$ cat src/rtl/bit_serial_pkg.sv
// Shared types and constants for the bit-serial word bus.
package bit_serial_pkg;

  typedef enum logic {
    IDLE = 1'b0,
    RUN  = 1'b1
  } state_e;

  localparam int unsigned W_WORD = 32;

  // Width of a bit index within a w-bit word.
  function automatic int unsigned cnt_width(input int unsigned w);
    return (w > 1) ? $clog2(w) : 1;
  endfunction

endpackage

$ cat src/rtl/bclk_gen.sv
// Phase timer and bit-clock register; each bclk half-period lasts DIV clk cycles.
module bclk_gen #(
  parameter int unsigned DIV = 2
) (
  input  logic clk,
  input  logic rst_n,
  input  logic en_i,
  output logic bclk_o,
  output logic rise_now_c,
  output logic fall_now_c,
  output logic last_cycle_c
);

  localparam int unsigned TW = (DIV > 1) ? $clog2(DIV) : 1;

  logic [TW-1:0] timer_q, timer_d;
  logic          bclk_q, bclk_d;

  // Strobes announce what bclk does on the coming clk edge.
  assign last_cycle_c = en_i && (timer_q == TW'(DIV - 1));
  assign rise_now_c   = last_cycle_c && !bclk_q;
  assign fall_now_c   = last_cycle_c && bclk_q;
  assign bclk_o       = bclk_q;

  always_comb begin
    timer_d = timer_q;
    bclk_d  = bclk_q;
    if (!en_i) begin
      timer_d = '0;
      bclk_d  = 1'b0;
    end else if (last_cycle_c) begin
      timer_d = '0;
      bclk_d  = !bclk_q;
    end else begin
      timer_d = timer_q + TW'(1);
    end
  end

  always_ff @(posedge clk) begin
    if (!rst_n) begin
      timer_q <= '0;
      bclk_q  <= 1'b0;
    end else begin
      timer_q <= timer_d;
      bclk_q  <= bclk_d;
    end
  end

endmodule

$ cat src/rtl/word_serializer.sv
// Producer end of the bit-serial word bus: parallel words out MSB-first on
// ser_out, returning ser_in captured back into parallel words.
module word_serializer
  import bit_serial_pkg::*;
#(
  parameter  int unsigned W   = W_WORD,
  parameter  int unsigned DIV = 2,
  localparam int unsigned CW  = cnt_width(W)
) (
  input  logic          clk,
  input  logic          rst_n,
  input  logic [W-1:0]  tx_data,
  input  logic          tx_valid,
  output logic          tx_ready,
  output logic          bclk,
  output logic [CW-1:0] counter,
  output logic          ser_out,
  input  logic          ser_in,
  output logic [W-1:0]  rx_data,
  output logic          rx_valid,
  output logic          busy
);

  state_e        state_q, state_d;
  logic [CW-1:0] counter_q, counter_d;
  logic [W-1:0]  tx_shift_q, tx_shift_d;
  logic [W-1:0]  rx_shift_q, rx_shift_d;
  logic [W-1:0]  rx_data_q, rx_data_d;
  logic          rx_pend_q, rx_pend_d;
  logic          rx_valid_q, rx_valid_d;

  logic run_c, rise_c, fall_c, last_c, last_bit_c, accept_c;

  assign run_c = (state_q == RUN);

  bclk_gen #(
    .DIV (DIV)
  ) u_bclk_gen (
    .clk          (clk),
    .rst_n        (rst_n),
    .en_i         (run_c),
    .bclk_o       (bclk),
    .rise_now_c   (rise_c),
    .fall_now_c   (fall_c),
    .last_cycle_c (last_c)
  );

  // Ready in IDLE, or in the final clk of the last bit's high phase.
  assign last_bit_c = (counter_q == CW'(W - 1));
  assign tx_ready   = rst_n && (!run_c || (last_c && bclk && last_bit_c));
  assign accept_c   = tx_valid && tx_ready;

  assign counter  = counter_q;
  assign ser_out  = tx_shift_q[W-1];
  assign rx_data  = rx_data_q;
  assign rx_valid = rx_valid_q;
  assign busy     = run_c;

  always_comb begin
    state_d    = state_q;
    counter_d  = counter_q;
    tx_shift_d = tx_shift_q;
    rx_shift_d = rx_shift_q;
    rx_data_d  = rx_data_q;
    rx_pend_d  = 1'b0;
    rx_valid_d = 1'b0;

    // Publish the captured word one clk after its last bit was sampled.
    if (rx_pend_q) begin
      rx_data_d  = rx_shift_q;
      rx_valid_d = 1'b1;
    end

    if (rise_c) begin
      rx_shift_d = {rx_shift_q[W-2:0], ser_in};
      rx_pend_d  = last_bit_c;
    end

    case (state_q)
      IDLE: begin
        if (accept_c) begin
          state_d    = RUN;
          counter_d  = '0;
          tx_shift_d = tx_data;
        end
      end
      RUN: begin
        if (fall_c) begin
          if (!last_bit_c) begin
            counter_d  = counter_q + CW'(1);
            tx_shift_d = tx_shift_q << 1;
          end else if (accept_c) begin
            counter_d  = '0;
            tx_shift_d = tx_data;
          end else begin
            state_d    = IDLE;
            counter_d  = '0;
            tx_shift_d = '0;
          end
        end
      end
      default: state_d = IDLE;
    endcase
  end

  always_ff @(posedge clk) begin
    if (!rst_n) begin
      state_q    <= IDLE;
      counter_q  <= '0;
      tx_shift_q <= '0;
      rx_shift_q <= '0;
      rx_data_q  <= '0;
      rx_pend_q  <= 1'b0;
      rx_valid_q <= 1'b0;
    end else begin
      state_q    <= state_d;
      counter_q  <= counter_d;
      tx_shift_q <= tx_shift_d;
      rx_shift_q <= rx_shift_d;
      rx_data_q  <= rx_data_d;
      rx_pend_q  <= rx_pend_d;
      rx_valid_q <= rx_valid_d;
    end
  end

endmodule

$ cat config.mk
export PLATFORM = sky130hd
export DESIGN_NAME = word_serializer
export DESIGN_NICKNAME = d
export VERILOG_FILES = /design/src/rtl/bit_serial_pkg.sv /design/src/rtl/bclk_gen.sv /design/src/rtl/word_serializer.sv
export SDC_FILE = /design/constraint.sdc
export NUM_CORES = 1
export LEC_CHECK = 0
export ABC_CLOCK_PERIOD_IN_PS = 1900
export BUFFER_PORTS_ARGS = -buffer_cell sky130_fd_sc_hd__buf_4
export CAP_MARGIN = 5
export CORE_UTILIZATION = 47
export CTS_CLUSTER_DIAMETER = 40
export DETAILED_ROUTE_END_ITERATION = 16
export PLACE_DENSITY = 0.8
export SKIP_LAST_GASP = 1
export SYNTH_ARGS = -nofsm -noshare
export SYNTH_HDL_FRONTEND = slang
export SYNTH_SLANG_ARGS = --single-unit
export TNS_END_PERCENT = 30
$ cat constraint.sdc
create_clock -name clk -period 1.9 [get_ports clk]
set_input_delay 0.095 -clock clk [delete_from_list [all_inputs] [get_ports clk]]
set_output_delay 0.095 -clock clk [all_outputs]
set_load 0.02 [all_outputs]
Word level (Yosys, flattened, before mapping)
Cells that the tools add are included.
- flip-flop bits (word level): 106
- bits of input ports: 36
- word-level logic and storage cells: 43
- $add $sub $neg: 2
- equality and inequality tests: 3
- multiplexer cells: 14
- bitwise operators: 2
- reductions and logical operators: 13
- operators with widths (kind ; count):
    32-bit 2-to-1 mux ; 4
    32-bit one-hot mux with 2 select lines ; 1
    5-bit 2-to-1 mux ; 3
    5-bit one-hot mux with 2 select lines ; 1
    1-bit logical AND ; 6
    2-bit AND reduction ; 3
    5-bit by 1-bit adder with 5-bit output (second input constant) ; 1
    5-bit equality test (second input constant) ; 1
    1-bit 2-to-1 mux ; 4
    3-bit OR reduction ; 1
    1-bit logical NOT ; 2
    2-bit by 1-bit inequality test with 1-bit output (second input constant) ; 1
    2-bit inequality test (second input constant) ; 1
    1-bit inverter ; 2
    1-bit one-hot mux with 2 select lines ; 1
    1-bit adder (second input constant) ; 1
    1-bit logical OR ; 1

Longest topological paths before layout
Gate-level depths: netlist of the first run.
- depth after elaboration: 10
- gate-level depth with buffers: 8
- depth with buffers taken out: 6

Modules after synthesis
Synthesis of the first run repeated with hierarchy kept, for this count alone.
- cell total of the unflattened synthesis: 452
- area, all modules: 4360.4 µm²
- by module, submodules not included (module ; instances ; cells an instance ; area each (µm²) ; sequential area each (µm²)):
    word_serializer ; 1 ; 443 ; 4280.4 ; 2082.0
    bclk_gen ; 1 ; 9 ; 80.1 ; 40.0

Worst setup path after synthesis of the first run
Ideal clock, no wire load.
- path type: register to register
- from: register counter_q[0] (netlist: counter[0])
- to: register tx_shift_q[12]
- setup time: 0.074 ns
- arrival time: 1.810 ns
- required time: 1.826 ns
- path slack: 0.016 ns
- cell stages (with the launch flop): 9
- path buffers: 2
- period minus slack after synthesis: 1.884 ns
- cells stage by stage: dfxtp_1 > ha_1 > and3_1 > ha_1 > and3_1 > clkbuf_2 > clkbuf_1 > nand3_1 > a31oi_1
- cells in the longest elaborated chain, start to end: 9
- ends and longest elaborated chain (item ; line ; RTL):
    from (decl) ; word_serializer.sv:25 ; logic [CW-1:0] counter_q, counter_d;
    from (signal assigned) ; word_serializer.sv:117 ; counter_q <= counter_d;
    5-bit equality test * ; word_serializer.sv:49 ; assign last_bit_c = (counter_q == CW'(W - 1));
    named net last_bit_c ; word_serializer.sv:32 ; logic run_c, rise_c, fall_c, last_c, last_bit_c, accept_c;
    1-bit logical AND ; word_serializer.sv:50 ; assign tx_ready = rst_n && (!run_c || (last_c && bclk && last_bit_c));
    1-bit logical OR ; word_serializer.sv:50 ;
    1-bit logical AND ; word_serializer.sv:50 ;
    1-bit logical AND ; word_serializer.sv:51 ; assign accept_c = tx_valid && tx_ready;
    32-bit 2-to-1 mux ; word_serializer.sv:92 ; end else if (accept_c) begin
    32-bit 2-to-1 mux ; word_serializer.sv:89 ; if (!last_bit_c) begin
    32-bit 2-to-1 mux ; word_serializer.sv:88 ; if (fall_c) begin
    32-bit one-hot mux with 2 select lines ; word_serializer.sv:79 ; case (state_q)
    to (signal assigned) ; word_serializer.sv:118 ; tx_shift_q <= tx_shift_d;
    to (decl) ; word_serializer.sv:26 ; logic [W-1:0] tx_shift_q, tx_shift_d;
The timed path passes the listed nets; every way through them passes the cells marked *. The select of a mux whose other input is x is not followed.
A chain may end at the register's enable or synchronous reset.

Worst setup path after layout of the first run
- from: register counter_q[1] (netlist: counter[1])
- to: output port tx_ready
- cells in the longest elaborated chain, start to end: 4
- ends and longest elaborated chain (item ; line ; RTL):
    5-bit equality test ; word_serializer.sv:49 ;
    named net last_bit_c ; word_serializer.sv:32 ;
    1-bit logical AND ; word_serializer.sv:50 ;
    1-bit logical OR ; word_serializer.sv:50 ;
    1-bit logical AND ; word_serializer.sv:50 ;
    to (decl) ; word_serializer.sv:14 ; output logic tx_ready,
The timed path passes the listed nets, and every way through them passes these cells.

==> parameters.txt, run 1 <==
Parameter                              Value

Worst setup path
  Length in cells of the worst reg-to-reg path ... 7
  Top Family by Delay on Critical Path ... flip-flops
  Required time of the critical path ... 1800 ps
  Critical Path AT ... 1760 ps
  Critical Path End ... tx_ready
  CP Depth ... 6
  Startpoint types ... flop
  Classification of the worst setup path ... reg2out
  Slowest cell delay on critical path ... 370 ps
  WP buf/inv ... 1
  Crit-path cells ... ha_2, and3_4, ha_4, nand3_2, a21boi_2, buf_4
  Launch instance of the worst register-to-register path ... counter[1]
  Minimum setup slack among reg-to-reg paths ... approximately 210 ps
  Critical R2R Capture ... tx_shift_q[11]
  Maximum fanout along the worst path ... 5
  Element type at the critical path end ... primary output
  Setup crit start ... counter[1]
  Slowest cell on crit path ... sky130_fd_sc_hd__dfxtp_2

Worst hold path
  Path class of the lowest-slack min-delay path ... in2reg

Timing
  Slew HR ... 70.33%
  Sum of negative setup slack ... 0 ps
  Worst-case clock skew ... roughly 13 ps
  Pin slew with the least headroom to its limit ... ~450 ps
  Final setup vio count ... 0
  Count of pins over their slew limit ... 0
  Fin. Hold Viols ... 0
  Final worst-path cycle share ... 97.37%
  Post-layout minimum cycle time ... about 1900 ps
  Final-layout worst hold slack ... between 7 and 8 ps
  Maximum operating frequency ... about 540 MHz

Logic synthesis
  Synth Area per Inst ... roughly 8.9 um^2
  Top cell type's share of synthesized area ... around 46%
  Count of warnings emitted by yosys ... 0
  Primary FF master, synth ... sky130_fd_sc_hd__dfxtp_1
  Cell taking the most area after synthesis ... sky130_fd_sc_hd__dfxtp_1
  Number of storage elements in the synthesis netlist ... ~110
  Sequential element share of the synthesized area ... approximately 46%
  Number of enable-type register cells in the synthesized netlist ... 0
  Most used standard cells in the synthesized netlist ... sky130_fd_sc_hd__dfxtp_1 (106), sky130_fd_sc_hd__nand2_1 (69), sky130_fd_sc_hd__nor2b_1 (66), sky130_fd_sc_hd__a21boi_0 (36), sky130_fd_sc_hd__nand3_1 (36)
  Biggest area contributors in the synthesized netlist ... sky130_fd_sc_hd__dfxtp_1 (46%), sky130_fd_sc_hd__nor2b_1 (8.9%), sky130_fd_sc_hd__mux2i_1 (6.9%), sky130_fd_sc_hd__a21boi_0 (5.8%), sky130_fd_sc_hd__nand2_1 (5.6%)
  Instance count of the mapped netlist ... 520
  Post-synthesis async set-or-reset flop share ... 0%
  Most frequent cell after synthesis ... sky130_fd_sc_hd__dfxtp_1
  Mapped Area ... about 4600 um^2
  Count of distinct cell types in the synthesized netlist ... 32
  Syn Nets ... 558

Route
  Remaining number of nets flagged by the antenna check after routing ... 0
  First-pass DRT Iterations ... 4
  Initial DRC count ... 180
  Number of vias after detailed routing ... approximately 4000
  Post-detailed-route via-to-cell ratio ... 5.504
  DRT Wirelength ... approximately 10000 um
  Remaining routing DRC violations ... 0
  Routed WL per cell ... between 10 and 15 um

Flow run
  Max_cap viols ... 0

Die
  Effective utilization at floorplan ... around half
  Overall die width ... ~100 um
  I/O pin count ... a little under 80
  Area of the die ... between 10000 and 15000 um^2
  Placeable core region ... between 9000 and 10000 um^2
  Placement Rows ... 35
  Die height ... about 100 um

Place
  Detailed placer's ending HPWL ... between 6000 and 7000 um
  Placed cells ... around 700
  Post-DP Area ... roughly 5300 um^2
  Count of buffers from port buffering ... 77
  GPL Wtd Cong ... 0.8103

Cells and area
  Layout area overhead ... 23.17%
  Filler-free cell count of the finished design ... approximately 730
  Area taken by multi-input logic gates ... between 2000 and 2500 um^2
  Register area ... ~2100 um^2
  Nets@finish ... 630
  Fillers ... 819
  Number of antenna diodes ... 0
  Ratio of cells with drive above 1 in the final layout ... ~21%
  Non-Filler Cell Area, Final ... roughly 5700 um^2

Clocking
  Clk slew on worst S/H paths ... between 100 and 150 ps
  Number of sinks handled by clock tree synthesis ... between 100 and 150
  Clock latency of the later-clocked register in the worst-skew pair ... approximately 370 ps
  Clock buffer depth ... 2
  Clock tree from TritonCTS ... built
  Cell at the root of the clock tree ... sky130_fd_sc_hd__clkbuf_8
  Number of H-tree levels ... 3
  Number of CTS-inserted buffers ... 9

Pwr
  Peak supply drop ... between 0.4 and 0.5 mV
  Pwr per Cell Area ... about 730 nW/um^2
  Total leakage power ... 2.095 nW

Global route
  Total congestion overflow ... 0
  Global-route wire length before repair ... 17310 um
  Maximum number of pins on one net before global-route repair ... 55
  Vias in the first global route ... roughly 3700
  Antenna violations before repair ... 0
  Total routing usage reported by global routing ... 20.99%

Run status
  Result of the run ... complete, no violations
worst min path at each step:
stage | startpoint | slack, ps | endpoint | cells past startpoint
after floorplan | tx_valid | 230 | busy | 2
after global placement | tx_valid | 350 | busy | 3
after detailed placement | tx_valid | 360 | busy | 3
after CTS | tx_data[7] | 0.6 | tx_shift_q[7] | 3
after global routing | tx_data[23] | 5 | tx_shift_q[23] | 3
final | tx_data[7] | 8 | tx_shift_q[7] | 3
flip-flops by register name, indices dropped and copies added, names as in the netlist, 5 cells and up:
register	count
rx_data	32
tx_shift_q	32
rx_shift_q	32
counter	5
per-layer routing:
layer / routed length (um) / vias to the layer above / share of wire, % / global-route usage, %
met3: 663 / 18 / 6.4 / 4.555
met4: 185 / 0 / 1.8 / 8.696
met5: 0 / - / 0 / 0
met2: 4980 / 143 / 48 / 35.06
met1: 4513 / 1878 / 44 / 26.31
li1: - / 1957 / - / -
what timing repair did:
item | in CTS | in global routing
hold buffers | 16 | 0
setup endpoints to repair | 1 | 1
pin swaps | 1 | 1
endpoints found under the hold margin | 16 | 0
gates resized for setup | 5 | 4
buffers inserted | 0 | 1
cells in the final DEF (no fill, tap or decap), types with 2 or more instances in the layout:
master	instances
sky130_fd_sc_hd__buf_12	3
sky130_fd_sc_hd__o31ai_1	31
sky130_fd_sc_hd__nor2b_1	65
sky130_fd_sc_hd__nand2b_1	3
sky130_fd_sc_hd__inv_8	2
sky130_fd_sc_hd__a21boi_0	35
sky130_fd_sc_hd__nor2_1	2
sky130_fd_sc_hd__clkbuf_8	9
sky130_fd_sc_hd__nand2_1	69
sky130_fd_sc_hd__o22ai_1	2
sky130_fd_sc_hd__clkinv_4	2
sky130_fd_sc_hd__and4b_1	2
sky130_fd_sc_hd__and3b_1	2
sky130_fd_sc_hd__clkinvlp_4	2
sky130_fd_sc_hd__dfxtp_2	3
sky130_fd_sc_hd__and2_1	2
sky130_fd_sc_hd__a31oi_1	31
sky130_fd_sc_hd__dlygate4sd3_1	16
sky130_fd_sc_hd__dfxtp_1	103
sky130_fd_sc_hd__buf_4	94
sky130_fd_sc_hd__a21oi_1	32
sky130_fd_sc_hd__mux2i_1	32
sky130_fd_sc_hd__nand3_1	35
sky130_fd_sc_hd__and3_1	3
per-stage QoR:
| stage | setup WS, ps | utilization [%] | total power [mW] |
|---|---|---|---|
| after floorplan | 16.21 | - | 2.578 |
| after global placement | 201.5 | 56.41 | 2.691 |
| after detailed placement | 120.3 | 56.41 | 2.702 |
| after CTS | 0.7695 | 60.44 | 4.161 |
| after global routing | -2.582 | 60.76 | 4.308 |
| final | 49.91 | 60.76 | 4.142 |
layout make-up:
cell class	instances	area share [%]
multi-input cells	361	39.84
clock inverters	7	1.494
well taps	129	2.835
flip-flops and latches	106	37.33
inverters	1	0.06592
repair buffers	113	16.26
clock buffers	9	2.175
where the power goes:
group	internal (mW)	total (mW)	switching (mW)
Clock	0.632	1.46	0.825
Sequential	2.27	2.30	0.0316
Combinational	0.191	0.385	0.194
kinds of logic (layout without fill, tap and decap cells):
logic type | Yosys count | after routing | synth area share [%]
compound gates | 137 | 137 | 19.65
xor+xnor | 1 | 1 | 0.1895
fa+ha+maj | 2 | 2 | 0.5412
buf+inv | 53 | 130 | 5.710
flops | 106 | 106 | 45.90
mux | 32 | 32 | 6.928
simple gates | 189 | 189 | 21.08
worst reg2reg max path: stages, from the launching register on:
cell	delay, ps
sky130_fd_sc_hd__dfxtp_2	370
sky130_fd_sc_hd__ha_2	200
sky130_fd_sc_hd__and3_4	200
sky130_fd_sc_hd__ha_4	160
sky130_fd_sc_hd__and3_1	230
sky130_fd_sc_hd__buf_4	210
sky130_fd_sc_hd__nand3_1	100
sky130_fd_sc_hd__a31oi_1	170
(Power assumes the default switching activity.)
==> run 2, diff against run 1 <==
- ABC_CLOCK_PERIOD_IN_PS: 1900 -> 2170
- HOLD_SLACK_MARGIN: not set -> 0.12
- clock period: 1.9 -> 2.17 ns (I/O delays scaled with it)
==> run 2 against run 1 <==
Effect of this change:
- non-clock buffer count is 13 higher
- worst setup slack better by 110 ps
- hold slack better by 370 ps
- first-iteration DRC count shrank 1.1%
- wire length increased by 2.8%
- critical path depth did not move
- critical path type unchanged
- critical endpoint unchanged
- largest power group unchanged
==> parameters.txt, run 2 (synthesis results as in run 1) <==
Parameter                              Value

Run status
  Result of the run ... complete, no violations

Global route
  Maximum number of pins on one net before global-route repair ... ~110
  Global-route wire length before repair ... about 18000 um
  Total congestion overflow ... 0
  Antenna violations before repair ... 0
  Total routing usage reported by global routing ... approximately 22%
  Vias in the first global route ... between 3000 and 4000

Worst setup path
  Setup crit start ... counter[0]
  Launch instance of the worst register-to-register path ... counter[0]
  Classification of the worst setup path ... reg2out
  Critical Path AT ... 1910 ps
  Maximum fanout along the worst path ... 5
  Crit-path cells ... ha_1, and3_1, ha_1, nand3_1, a21boi_1, buf_4
  Element type at the critical path end ... primary output
  Required time of the critical path ... between 2000 and 2500 ps
  Most numerous cell on the critical path ... sky130_fd_sc_hd__ha_1
  Startpoint types ... flop
  Slowest cell delay on critical path ... about 400 ps
  Slowest cell on crit path ... sky130_fd_sc_hd__dfxtp_1

Timing
  Setup repair after global routing missed its margin ... no
  Post-layout minimum cycle time ... about 2000 ps
  Final setup vio count ... 0
  Count of pins over their slew limit ... 0
  Final worst-path cycle share ... 92.82%
  Pin slew with the least headroom to its limit ... slightly below 900 ps
  Fin. Hold Viols ... 0
  Slew HR ... between 40% and 50%
  Worst-case clock skew ... roughly 8.8 ps
  Sum of negative setup slack ... 0 ps
  Maximum operating frequency ... 496.5 MHz

Route
  DRT Wirelength ... ~11000 um
  Routed WL per cell ... roughly 14 um
  Remaining number of nets flagged by the antenna check after routing ... 0
  Remaining routing DRC violations ... 0
  First-pass DRT Iterations ... 4
  Number of vias after detailed routing ... 3965
  Post-detailed-route via-to-cell ratio ... 5.365
  Initial DRC count ... approximately 180

Flow run
  Max_cap viols ... 0

Clocking
  Clock tree from TritonCTS ... built
  Post-CTS Setup Repair Bufs ... 0
  Clock buffer depth ... 2
  Number of H-tree levels ... 3
  Clk slew on worst S/H paths ... around 100 ps
  Clock latency of the later-clocked register in the worst-skew pair ... between 300 and 400 ps
  Cell at the root of the clock tree ... sky130_fd_sc_hd__clkbuf_8
  Number of CTS-inserted buffers ... 9
  Number of sinks handled by clock tree synthesis ... around 110

Pwr
  Pwr per Cell Area ... about 620 nW/um^2
  Total leakage power ... approximately 2.1 nW
  Peak supply drop ... 0.3941 mV
  Total power ... approximately 3.6 mW

Place
  Detailed placer's ending HPWL ... around 6300 um
  GPL Wtd Cong ... 0.7844
  Count of buffers from port buffering ... a little under 80

Cells and area
  Leading cell types in the layout, fill and taps excluded ... sky130_fd_sc_hd__dfxtp_1 (105), sky130_fd_sc_hd__buf_4 (90), sky130_fd_sc_hd__nand2_1 (69), sky130_fd_sc_hd__nor2b_1 (65), sky130_fd_sc_hd__nand3_1 (36)
  Number of antenna diodes ... 0
  Layout area overhead ... 24.98%
  Ratio of cells with drive above 1 in the final layout ... a little under a fifth
  Layout Utilization ... approximately 60%
  Nets@finish ... around 640
  Fillers ... 839
  Most common library cell in the layout ignoring fill and taps ... sky130_fd_sc_hd__dfxtp_1

Die
  Die height ... between 100 and 150 um
  Area of the die ... approximately 10000 um^2
  Overall die width ... a little over 100 um
  Placeable core region ... 9371 um^2
  I/O pin count ... 78
  Placement Rows ... 35
  Effective utilization at floorplan ... between 40% and 50%

Worst hold path
  Path class of the lowest-slack min-delay path ... in2reg
  Worst hold path startpoint ... rst_n
==> run 2: metal layers <==
layer | global-route usage [%] | up-vias | wire (um)
met5 | 0 | - | 0
met4 | 8.250 | 0 | 194
met3 | 5.383 | 15 | 565
met2 | 36.42 | 121 | 5214
met1 | 27.05 | 1846 | 4655
li1 | - | 1983 | -
==> run 2: critical path, delay by kind of cell, from the launching register on <==
kind,cells,cell delay [ps]
compound gates,1,240
fa+ha+maj,2,420
buf+inv,1,190
flops,1,400
simple gates,2,290
==> run 2: per-stage QoR <==
step / instances / setup slack [ps] / cell area, um^2 / hold slack (ps)
detailed placement: 689 / 411.5 / 5244 / 369.4
finish: 739 / 155.9 / 5778 / 380.1
floorplan: 520 / 286.2 / 4623 / 247.0
CTS: 739 / 79.73 / 5778 / 357.3
global placement: 689 / 460.2 / 5244 / 359.8
global route: 739 / 39.77 / 5778 / 373.4
==> run 2: where the power goes <==
part	total, mW	leakage (nW)	switching [mW]	internal, mW
combinational	0.364	1.19	0.178	0.186
clock	1.20	0.101	0.748	0.452
sequential	2.01	0.859	0.0279	1.99
total	3.58	2.15	0.954	2.62
==> run 2: final timing paths <==
check,end,slack (ps),depth (start not counted)
setup / recovery,tx_ready,160,6
hold / removal,counter[3],380,4
setup reg to reg,tx_shift_q[31],370,7
hold reg to reg,rx_shift_q[6],480,2
==> run 2: timing repair <==
action,CTS,global route
setup endpoints to repair,0,1
hold endpoints to repair,36,0
hold buffers,34,0
resized for setup,0,1
==> run 2: cell type report <==
cell class                 instances  area (um^2)  area share [%]
clock buffer                       9        123.9           2.144
clock inverter                     7        70.07           1.213
inverter                           1        3.754         0.06496
multi-input combinational        361         2240           38.76
sequential                       106         2123           36.75
tap                              129        161.4           2.793
timing repair buffer             126         1056           18.28
==> run 3, diff against run 2 <==
- CAP_MARGIN: 5 -> 20
- GPL_TIMING_DRIVEN: not set -> 0
==> run 3 against run 2 <==
Effect of this change:
- via count increased by 3.4%
- combinational power increased by 5%
- cell count up 5.0%
- flip-flop and latch count is the same
- critical path depth unchanged
- first-iteration DRC count is 28% lower
- critical path type unchanged
- critical endpoint unchanged
- largest cell class unchanged
==> parameters.txt, run 3 (synthesis results as in run 1) <==
Parameter                              Value

Worst setup path
  Top Family by Delay on Critical Path ... adder cells
  Classification of the worst setup path ... reg2out
  Required time of the critical path ... between 2000 and 2500 ps
  Slowest cell delay on critical path ... between 400 and 500 ps
  Crit-path cells ... ha_1, and3_1, ha_1, nand3_1, a21boi_0, buf_4
  Maximum fanout along the worst path ... 5
  WP buf/inv ... 1
  Startpoint types ... flop
  Slowest cell on crit path ... sky130_fd_sc_hd__dfxtp_1
  Element type at the critical path end ... primary output
  Most numerous cell on the critical path ... sky130_fd_sc_hd__ha_1
  Critical Path AT ... approximately 2000 ps

Global route
  Total routing usage reported by global routing ... between 20% and 30%
  Antenna violations before repair ... 0
  Vias in the first global route ... 3871
  Total congestion overflow ... 0
  Global-route wire length before repair ... between 15000 and 20000 um
  Maximum number of pins on one net before global-route repair ... 21

Timing
  Worst-case clock skew ... around 13 ps
  Sum of negative setup slack ... 0 ps
  Setup repair after global routing missed its margin ... yes
  Post-layout minimum cycle time ... ~2100 ps
  Pin slew with the least headroom to its limit ... around 510 ps
  Count of pins over their slew limit ... 0
  Final worst-path cycle share ... 97.11%
  Slew HR ... 65.97%
  Maximum operating frequency ... 474.5 MHz
  Final-layout worst hold slack ... 313.0 ps
  Final setup vio count ... 0
  Fin. Hold Viols ... 0

Pwr
  Proportion of total power due to net switching ... 26.64%
  Clock share of power ... between 30% and 40%
  Total leakage power ... approximately 2.2 nW
  Pwr per Cell Area ... just over 600 nW/um^2
  Reported net switching power ... 954.9 uW
  Sequential power share ... between 50% and 60%
  Total power ... 3.585 mW
  Part of the total power dissipated in combinational logic ... 10.6%
  Internal power ... around 2.6 mW
  Peak supply drop ... approximately 0.34 mV

Flow run
  Max_cap viols ... 0

Cells and area
  Fillers ... 821
  Layout area overhead ... 27.79%
  Most common library cell in the layout ignoring fill and taps ... sky130_fd_sc_hd__dfxtp_1
  Number of antenna diodes ... 0
  Leading cell types in the layout, fill and taps excluded ... sky130_fd_sc_hd__dfxtp_1 (106), sky130_fd_sc_hd__buf_4 (78), sky130_fd_sc_hd__nand2_1 (69), sky130_fd_sc_hd__nor2b_1 (66)
  Ratio of cells with drive above 1 in the final layout ... 19.17%
  Nets@finish ... 680

Clocking
  Clock tree from TritonCTS ... built
  Number of sinks handled by clock tree synthesis ... around 110
  Cell at the root of the clock tree ... sky130_fd_sc_hd__clkbuf_8
  Clock latency of the later-clocked register in the worst-skew pair ... 380 ps
  Clk slew on worst S/H paths ... ~100 ps
  Clock buffer depth ... 2
  Number of CTS-inserted buffers ... 9
  Number of H-tree levels ... 3

Route
  Remaining number of nets flagged by the antenna check after routing ... 0
  Number of vias after detailed routing ... between 4000 and 5000
  First-pass DRT Iterations ... 5
  Routed WL per cell ... around 14 um
  Remaining routing DRC violations ... 0
  DRT Wirelength ... between 10000 and 15000 um
  Initial DRC count ... between 100 and 150
  Post-detailed-route via-to-cell ratio ... about 5.3

Die
  Die height ... roughly 100 um
  Area of the die ... ~10000 um^2
  Placeable core region ... 9371 um^2
  Placement Rows ... 35
  Overall die width ... between 100 and 150 um
  Effective utilization at floorplan ... 49.33%
  I/O pin count ... just under 80

Place
  Count of buffers from port buffering ... 77
  Detailed placer's ending HPWL ... 7232 um
  GPL Wtd Cong ... approximately 0.81

Worst hold path
  Path class of the lowest-slack min-delay path ... in2reg

Run status
  Result of the run ... complete, no violations
[run 3: cell count changes in the layout (fill, tap and decap cells not counted), moves of 2 or more]
cell	before	now
sky130_fd_sc_hd__clkbuf_1	0	22
sky130_fd_sc_hd__buf_4	90	78
sky130_fd_sc_hd__buf_2	0	18
sky130_fd_sc_hd__buf_6	0	5
sky130_fd_sc_hd__buf_12	2	0
sky130_fd_sc_hd__clkbuf_2	0	6
[run 3: what timing repair did]
action,CTS,global route
hold buffers,34,0
setup endpoints to repair,0,30
resized for setup,0,10
setup buffers,0,0
endpoints found under the hold margin,36,0
[run 3: cell type report]
class                      instances  area [um^2]  share of cell area (%)
clock buffer                       9        123.9                   2.097
tap                              129        161.4                   2.732
clock inverter                     7        75.07                   1.271
sequential                       106         2122                   35.92
buffer                            52        266.5                   4.511
inverter                           1        3.754                 0.06353
multi-input combinational        361         2237                   37.87
timing repair buffer             111        918.4                   15.54
[run 3: worst paths after layout]
check,from,end,slack (ps),cells past startpoint
worst max-delay path,counter[0],tx_ready,60,6
worst min-delay path,rst_n,counter[2],310,4
worst max register to register,counter[0],tx_shift_q[24],160,8
worst min register to register,rx_shift_q[26],rx_shift_q[27],480,2
[run 3: per-stage QoR]
stage	instances	setup WS, ps	instance area (um^2)	utilization, %
6_report	776	62.63	5908	63.04
5_1_grt	776	-28.88	5908	63.04
4_1_cts	776	36.07	5902	62.98
3_5_place_dp	726	75.73	5363	57.22
3_3_place_gp	726	129.5	5363	57.22
2_1_floorplan	520	286.2	4623	-
[run 3: routing by layer]
metal	global-route usage, %	vias up	share of wire [%]
li1	-	2056	-
met1	28.53	1915	45
met4	6.800	0	1.3
met3	5.797	12	4.8
met2	38.46	118	49
met5	0	-	0
[run 3: worst register-to-register path, delay by kind of cell (launching register included)]
family,cells,cell delay (ps)
and+or+nand+nor,3,460
adders and majority gates,2,440
DFF,1,420
buffers and inverters,2,390
AOI/OAI and AO/OA,1,210
[run 3: power groups by stage]
stage / registers (mW) / logic [mW] / clock network (mW)
after floorplan: 2.05 / 0.206 / 0
after global placement: 2.05 / 0.315 / 0
after detailed placement: 2.05 / 0.323 / 0
after CTS: 2.01 / 0.372 / 1.22
after global routing: 2.02 / 0.416 / 1.29
final: 2.01 / 0.381 / 1.19
